==> src/rtl/cell_bist_ctrl_if.sv <==
// ============================================================================
// Module   : cell_bist_ctrl_if
// Brief    : Handshake / data bundle between a BIST host and cell_bist_ctrl.
// Revision : 1.0 - initial release
// ============================================================================
`default_nettype none

interface cell_bist_ctrl_if #(
    parameter int PAT_W = 4,
    parameter int SIG_W = 16
);
    logic             start;
    logic [PAT_W-1:0] pat;
    logic             y;
    logic [SIG_W-1:0] exp_sig;
    logic             busy;
    logic             done;
    logic             pass;
    logic [SIG_W-1:0] sig;

    // master = host / cell side, slave = the BIST controller
    modport master (
        output start, y, exp_sig,
        input  pat, busy, done, pass, sig
    );

    modport slave (
        input  start, y, exp_sig,
        output pat, busy, done, pass, sig
    );
endinterface

`default_nettype wire

==> src/rtl/cell_bist_ctrl.sv <==
// ============================================================================
// Module   : cell_bist_ctrl
// Brief    : Exhaustive-pattern BIST for one combinational cell with CRC-16
//            (x^16+x^12+x^5+1) signature compaction of the Y output.
// Revision : 1.0 - initial release
// ============================================================================
`default_nettype none

module cell_bist_ctrl #(
    parameter int               PAT_W  = 4,
    parameter int               SIG_W  = 16,
    parameter int               SETTLE = 2,
    parameter logic [SIG_W-1:0] SEED   = 16'h0000
) (
    input  wire logic          clk,
    input  wire logic          rst_n,
    cell_bist_ctrl_if.slave    bus
);
    localparam int               CNT_W      = (SETTLE > 1) ? $clog2(SETTLE) : 1;
    localparam logic [CNT_W-1:0] c_CNT_LOAD = CNT_W'(SETTLE - 1);
    localparam logic [SIG_W-1:0] c_POLY     = SIG_W'(16'h1021);

    localparam logic [1:0] c_IDLE   = 2'd0;
    localparam logic [1:0] c_APPLY  = 2'd1;
    localparam logic [1:0] c_SAMPLE = 2'd2;
    localparam logic [1:0] c_DONE   = 2'd3;

    logic [1:0]       r_state;
    logic [CNT_W-1:0] r_cnt;
    logic [PAT_W-1:0] r_pat;
    logic [SIG_W-1:0] r_sig;
    logic             r_busy;
    logic             r_done;
    logic             r_pass;

    logic             w_fb;
    logic [SIG_W-1:0] w_sig_next;
    logic             w_pat_last;

    always_comb begin
        w_fb       = r_sig[SIG_W-1] ^ bus.y;
        w_sig_next = {r_sig[SIG_W-2:0], 1'b0} ^ (w_fb ? c_POLY : '0);
        w_pat_last = &r_pat;
    end

    always_ff @(posedge clk or negedge rst_n) begin
        if (!rst_n) begin
            r_state <= c_IDLE;
            r_cnt   <= '0;
            r_pat   <= '0;
            r_sig   <= SEED;
            r_busy  <= 1'b0;
            r_done  <= 1'b0;
            r_pass  <= 1'b0;
        end else begin
            case (r_state)
                c_IDLE, c_DONE: begin
                    // START only matters between runs; a new run reseeds everything
                    if (bus.start) begin
                        r_state <= c_APPLY;
                        r_cnt   <= c_CNT_LOAD;
                        r_pat   <= '0;
                        r_sig   <= SEED;
                        r_busy  <= 1'b1;
                        r_done  <= 1'b0;
                        r_pass  <= 1'b0;
                    end
                end
                c_APPLY: begin
                    if (r_cnt != '0) begin
                        r_cnt <= r_cnt - CNT_W'(1);
                    end else begin
                        r_state <= c_SAMPLE;
                    end
                end
                c_SAMPLE: begin
                    r_sig <= w_sig_next;
                    if (!w_pat_last) begin
                        r_pat   <= r_pat + PAT_W'(1);
                        r_cnt   <= c_CNT_LOAD;
                        r_state <= c_APPLY;
                    end else begin
                        // last pattern: PAT stays all-ones and the verdict uses the final signature
                        r_state <= c_DONE;
                        r_busy  <= 1'b0;
                        r_done  <= 1'b1;
                        r_pass  <= (w_sig_next == bus.exp_sig);
                    end
                end
                default: begin
                    r_state <= c_IDLE;
                end
            endcase
        end
    end

    assign bus.pat  = r_pat;
    assign bus.sig  = r_sig;
    assign bus.busy = r_busy;
    assign bus.done = r_done;
    assign bus.pass = r_pass;

endmodule

`default_nettype wire

==> src/flat_wrapper.sv <==
// flat-port wrapper written by rule: the top's interface ports become plain ports
module cell_bist_ctrl_flat 
#(
    parameter int               PAT_W  = 4,
    parameter int               SIG_W  = 16,
    parameter int               SETTLE = 2,
    parameter logic [SIG_W-1:0] SEED   = 16'h0000
)
  (clk, rst_n, bus_start, bus_y, bus_exp_sig, bus_pat, bus_busy, bus_done, bus_pass, bus_sig);
  cell_bist_ctrl_if #(.PAT_W(PAT_W), .SIG_W(SIG_W)) bus_i ();
  input  wire logic clk;
  input  wire logic rst_n;
  input wire logic [$bits(bus_i.start)-1:0] bus_start;
  input wire logic [$bits(bus_i.y)-1:0] bus_y;
  input wire logic [$bits(bus_i.exp_sig)-1:0] bus_exp_sig;
  output wire logic [$bits(bus_i.pat)-1:0] bus_pat;
  output wire logic [$bits(bus_i.busy)-1:0] bus_busy;
  output wire logic [$bits(bus_i.done)-1:0] bus_done;
  output wire logic [$bits(bus_i.pass)-1:0] bus_pass;
  output wire logic [$bits(bus_i.sig)-1:0] bus_sig;
  assign bus_i.start = bus_start;
  assign bus_i.y = bus_y;
  assign bus_i.exp_sig = bus_exp_sig;
  assign bus_pat = bus_i.pat;
  assign bus_busy = bus_i.busy;
  assign bus_done = bus_i.done;
  assign bus_pass = bus_i.pass;
  assign bus_sig = bus_i.sig;
  cell_bist_ctrl #(.PAT_W(PAT_W), .SIG_W(SIG_W), .SETTLE(SETTLE), .SEED(SEED)) u_core (.clk(clk), .rst_n(rst_n), .bus(bus_i));
endmodule
==> config.mk <==
export PLATFORM = sky130hd
export DESIGN_NAME = cell_bist_ctrl_flat
export DESIGN_NICKNAME = d
export VERILOG_FILES = /design/src/rtl/cell_bist_ctrl_if.sv /design/src/rtl/cell_bist_ctrl.sv /design/src/flat_wrapper.sv
export SDC_FILE = /design/constraint.sdc
export NUM_CORES = 1
export LEC_CHECK = 0
export BUFFER_PORTS_ARGS = -buffer_cell sky130_fd_sc_hd__buf_4
export CAP_MARGIN = 10
export CELL_PAD_IN_SITES_DETAIL_PLACEMENT = 0
export CELL_PAD_IN_SITES_GLOBAL_PLACEMENT = 1
export CORE_UTILIZATION = 34
export DETAILED_ROUTE_END_ITERATION = 10
export HOLD_SLACK_MARGIN = 0.1
export PLACE_DENSITY_LB_ADDON = 0.1
export SYNTH_ARGS = -nofsm -noshare
export SYNTH_HDL_FRONTEND = slang
export SYNTH_SLANG_ARGS = --single-unit
export TNS_END_PERCENT = 1
==> constraint.sdc <==
create_clock -name clk -period 1.9 [get_ports clk]
set_clock_uncertainty 0.15 [all_clocks]
set_input_delay 0.095 -clock clk [delete_from_list [all_inputs] [get_ports clk]]
set_output_delay 0.095 -clock clk [all_outputs]
set_load 0.005 [all_outputs]
### Word-level counts from Yosys, hierarchy flattened

Index checks and enable logic that the tools add are counted.

* bits in registers: 26
* bits in latches: 0
* memory bits (writable): 0
* memory bits (read-only): 0
* logic and storage cells: 49
* memories: 0

* add/subtract/negate cells: 2
* multipliers: 0
* div/mod/pow operators: 0
* $lt $le $gt $ge: 0
* equality and inequality tests: 8
* shifts and indexed selects: 0
* muxes and demuxes: 21
* bitwise gates (word level): 2
* reduce and logical (&&, ||, !) cells: 9

Operator list (count)
* 16-bit case mux with 2 select lines: 1
* 16-bit == test: 1
* 16-bit two-way mux: 1
* 16-bit XOR: 1
* 13-bit two-way mux: 1
* 4-bit two-way mux: 2
* 4-bit case mux with 2 select lines: 1
* 1-bit two-way mux: 7
* 2-bit two-way mux: 3
* 2-bit != test (second input constant): 3
* 1-bit case mux with 2 select lines: 3
* 2-bit case mux with 3 select lines: 1
* 2-bit AND reduction: 3
* 3-bit AND reduction: 2
* 4-bit by 1-bit adder with 4-bit output (second input constant): 1
* 2-bit == test (second input constant): 2
* 4-bit AND reduction: 1
* 1-bit case mux with 3 select lines: 1
* 2-bit by 1-bit == test with 1-bit output (second input constant): 1
* 2-bit logical NOT: 1
* 2-bit by 1-bit != test with 1-bit output (second input constant): 1
* 2-bit nonzero test: 1
* 2-bit OR reduction: 1
* 1-bit subtractor (second input constant): 1
* 1-bit XOR: 1

### Logic depth before layout (Yosys ltp)

* depth in word-level cells: 6
* depth in mapped cells: 9

### Least setup slack after synthesis

OpenSTA, ideal clock, no wires.

* path type: flip-flop to flip-flop
* start point: register u_core.r_state[0]
* end point: register u_core.r_pat[3] (netlist: u_core.bus.pat[3])
* setup time: 0.124 ns
* arrival time: 1.606 ns
* path slack: 0.020 ns
* cell stages (with the launch flop): 9
* path through: dfrtp_1 inv_1 ha_1 buf_6 nor2b_4 buf_6 o21bai_4 buf_6 o31a_1

* word-level cells in the longest chain between the ends: 4
* elaborated cells between the ends (all ways): 9

RTL lines
* start: declaration: RTL line cell_bist_ctrl.sv:28 `logic [1:0] r_state;`
* start signal: assignment: RTL line cell_bist_ctrl.sv:48 `r_state <= c_IDLE;`
* start signal: assignment: RTL line cell_bist_ctrl.sv:60 `r_state <= c_APPLY;`
* start signal: assignment: RTL line cell_bist_ctrl.sv:73 `r_state <= c_SAMPLE;`
* 2-bit == test or 2-bit logical NOT (tied branches): RTL line cell_bist_ctrl.sv:56 `case (r_state)`
* 2-bit OR reduction: RTL line cell_bist_ctrl.sv:56
* 2-bit != test (no source line) or 2-bit nonzero test (tied branches)
* 3-bit AND reduction (no source line)
* end signal: assignment: RTL line cell_bist_ctrl.sv:79 `r_pat <= r_pat + PAT_W'(1);`
* end: declaration: RTL line cell_bist_ctrl.sv:30 `logic [PAT_W-1:0] r_pat;`

Several ways; a longest one is shown, not always the timed one.
A chain may end at the register's enable or synchronous reset.

### Final worst setup path

* start point: register u_core.r_state[0]
* end point: register u_core.r_sig[11] (netlist: u_core.bus.sig[11])

* word-level cells in the longest chain between the ends: 4
* elaborated cells between the ends (all ways): 8

RTL lines
* 2-bit == test or 2-bit logical NOT (tied branches): RTL line cell_bist_ctrl.sv:56
* 2-bit OR reduction: RTL line cell_bist_ctrl.sv:56
* 2-bit != test (no source line) or 2-bit nonzero test (tied branches)
* 2-bit AND reduction (no source line)
* end signal: assignment: RTL line cell_bist_ctrl.sv:77 `r_sig <= w_sig_next;`
* end: declaration: RTL line cell_bist_ctrl.sv:31 `logic [SIG_W-1:0] r_sig;`

Several ways; a longest one is shown, not always the timed one.

==> summary.txt <==
Pint = 0.00139 W
final period utilization = 0.961
clock tree sinks = 26
Mean Syn Cell Area = 11.0 um2
final hold slack = 0.117 ns
Post-Synth Simple-Gate Area = 0.0993
number of unique standard cell types used by synthesis = 29
worst-case clock buffer depth = 2
die height = 65.6 um
grt ovf = 0
Worst R2R Path Depth = 6
post-synthesis xor/xnor area fraction = 0.115
CTS clk-pin slew, worst paths = 0.09 ns
# H-tree levels = 1
clock network power share = 0.216
Crit Path Max Fanout = 16
Worst R2R End = u_core.bus.sig[11]
area growth from synthesis to layout = 40.3%
endpoints failing setup = 0
Iteration-0 DRC Markers = 48
Peak VDD IR = 0.484 mV
Final WS setup = 0.0750 ns
Ys Warns = 0
min Tclk post-route = 1.83 ns
CTS tree = done
pre-CTS WS = -0.0192 ns
Static Leak = 0.956 nW
Critical Path Source Type = flop
Worst Path Arrival = 1.84 ns
clock insertion delay at the later pin of the skew report = 0.27 ns
Mapped Cells = 125
largest net degree at the start of global routing = 27
actual slew at the worst max-slew pin = 0.461 ns
Final Hold Vio Count = 0
Num CTS Buffers = 3
DP HPWL = 2300 um
Initial Util = 0.364
sequential cell area fraction in the yosys report = 0.474
fin nets = 205
outcome = finished, final reports clean
global-route wire length before repair = 5500 um
Reg area = 651 um2
Pwr Density = 1110 nW/um2
port bufs = 42
Net Sw Frac = 0.348
CTS Root Buffer Type = clkbuf_8
hold crit path type = in2async
crit path capture = u_core.bus.sig[11]
First-pass DRT Iterations = 2
gr usage total = 0.167
footprint of the multi-input gates = 664 um2
core area = 3770 um2
Cell Area, Synth = 1370 um2
main combinational cell family by area after synthesis = compound AO/OA/AOI/OAI gates
Die Wd = 65.6 um
drt wl/cell = 15.1 um
RSZ-0062 raised after global routing = false
combinational power share = 0.448
Reg2Reg Launch Point = u_core.r_state[0]
post-route DRC violation count = 0
die area = 4300 um2
Max Clk Rate = 0.548 GHz
Psw = 0.000745 W
Setup crit end kind = flop
share of cells above drive strength 1 = 0.343
placer congestion estimate = 0.728
num rows = 22
Synth Area in Compound Gates = 0.224
setup tns final = 0 ns
post-synthesis mux area share = 0.00820
Top Ports = 43
wirelength, routed = 3470 um
Worst Setup SP = u_core.r_state[0]
fill count = 358
Vias = 1191
initial antenna violation count = 0
Slew HR = 0.692
WS Path Type = reg2reg
post-synth net total = 148
Antenna diodes = 0
Post-Synth Adder-Cell Area = 0.0273
Routed Antenna Nets = 0
Critical Path RT = 1.91 ns
vias per cell = 5.20
vias in the first global route = 1095
Max-Cap Viols = 0
Reg power frac = 0.336
Seq cells post-synth = 26
max-slew violations = 0
Worst R2R Setup Slack = 0.07 ns
-- metrics by stage --
| stage | power [W] | util | std cells | cell area (um2) |
|---|---|---|---|---|
| floorplan | 0.00131 | - | 125 | 1370 |
| global route | 0.00227 | 0.511 | 229 | 1930 |
| detailed placement | 0.00151 | 0.464 | 215 | 1750 |
| CTS | 0.00205 | 0.505 | 228 | 1910 |
| finish | 0.00214 | 0.511 | 229 | 1930 |
| global placement | 0.00149 | 0.464 | 215 | 1750 |
-- Yosys cell counts --
master / instances / area [um2]
dfrtp_1: 26 / 651
a22o_1: 17 / 149
xor2_1: 15 / 131
a21oi_1: 9 / 45.0
o21ai_0: 8 / 40.0
inv_1: 5 / 18.8
buf_2: 4 / 20.0
nand2_1: 4 / 15.0
buf_6: 3 / 33.8
ha_1: 3 / 37.5
nand4_1: 3 / 18.8
nor2_1: 3 / 11.3
nor3_1: 3 / 15.0
nor4_1: 3 / 18.8
xnor2_1: 3 / 26.3
a41oi_1: 2 / 17.5
nor3b_1: 2 / 15.0
a211oi_1: 1 / 7.51
a31oi_1: 1 / 6.26
and3_1: 1 / 6.26
mux2_2: 1 / 11.3
nand2b_1: 1 / 6.26
nand3_1: 1 / 5.00
nor2_4: 1 / 11.3
nor2b_4: 1 / 13.8
o21bai_4: 1 / 18.8
o22ai_1: 1 / 6.26
o31a_1: 1 / 8.76
o32ai_1: 1 / 8.76
-- what timing repair did --
action | in CTS | in global routing
gates cloned | 1 | 0
hold endpoints to repair | 29 | 0
resized for setup | 0 | 1
endpoints found under the setup margin | 1 | 21
hold buffers | 6 | 0
setup buffers | 2 | 1
-- layout make-up --
class                           count  area share
Clock buffer                        3      0.0214
Clock inverter                      1      0.0156
Inverter                            5     0.00973
Multi-Input combinational cell     88       0.345
Sequential cell                    26       0.337
Tap cell                           48      0.0311
Timing Repair Buffer               58       0.240
-- critical path: stages (launching register included) --
cell and delay, ns:
dfrtp_1 0.38, inv_1 0.05, ha_2 0.39, nor2b_4 0.26, nor2_4 0.04, buf_4 0.19
a22o_1 0.25
-- cells by family after synthesis --
kind of cell | count (synthesis)
DFF | 26
AOI/OAI and AO/OA | 42
and+or+nand+nor | 23
buffers and inverters | 12
muxes | 1
xor gates and xnor gates | 18
adders and majority gates | 3
-- how the worst min path moves through the flow --
stage	slack [ns]	startpoint	to
after floorplan	-0.35	rst_n	u_core.bus.busy
after global placement	-0.12	rst_n	u_core.bus.done
after detailed placement	-0.12	rst_n	u_core.bus.done
after CTS	0.13	rst_n	u_core.bus.pass
after global routing	0.15	rst_n	u_core.bus.sig[13]
final	0.12	rst_n	u_core.bus.done
-- state kept, by name (all words and copies together), names as in the netlist --
signal	count
u_core.bus.busy	1
u_core.bus.done	1
u_core.bus.pass	1
u_core.bus.pat	4
u_core.bus.sig	16
u_core.r_cnt	1
u_core.r_state	2
-- power groups by stage --
stage / sequential (W) / combinational (W) / clock, W
final: 0.000718 / 0.000959 / 0.000463
after global routing: 0.000732 / 0.00104 / 0.000500
after CTS: 0.000719 / 0.000865 / 0.000471
after detailed placement: 0.000730 / 0.000781 / 0
after global placement: 0.000726 / 0.000768 / 0
after floorplan: 0.000723 / 0.000583 / 0
-- layout by cell type, fill, tap and decap left out, types with 2 or more instances in the layout --
| master | instances |
|---|---|
| buf_4 | 51 |
| ha_1 | 2 |
| nor3_1 | 3 |
| xnor2_1 | 3 |
| nand4_1 | 3 |
| dfrtp_1 | 26 |
| nor4_1 | 3 |
| a21oi_1 | 9 |
| o21ai_0 | 8 |
| inv_1 | 5 |
| a41oi_1 | 2 |
| nor3b_1 | 2 |
| xor2_1 | 15 |
| nand2_1 | 4 |
| nor2_1 | 3 |
| dlygate4sd3_1 | 6 |
| clkbuf_8 | 3 |
| a22o_1 | 17 |
-- metal layers --
metal  share of wire  global-route usage  vias up
li1                -                   -      575
met1            0.48               0.238      588
met2            0.48               0.263       26
met3           0.032              0.0208        2
met4          0.0066              0.0489        0
met5               0                   0        -
No activity file was read; power rests on OpenSTA's default activity.
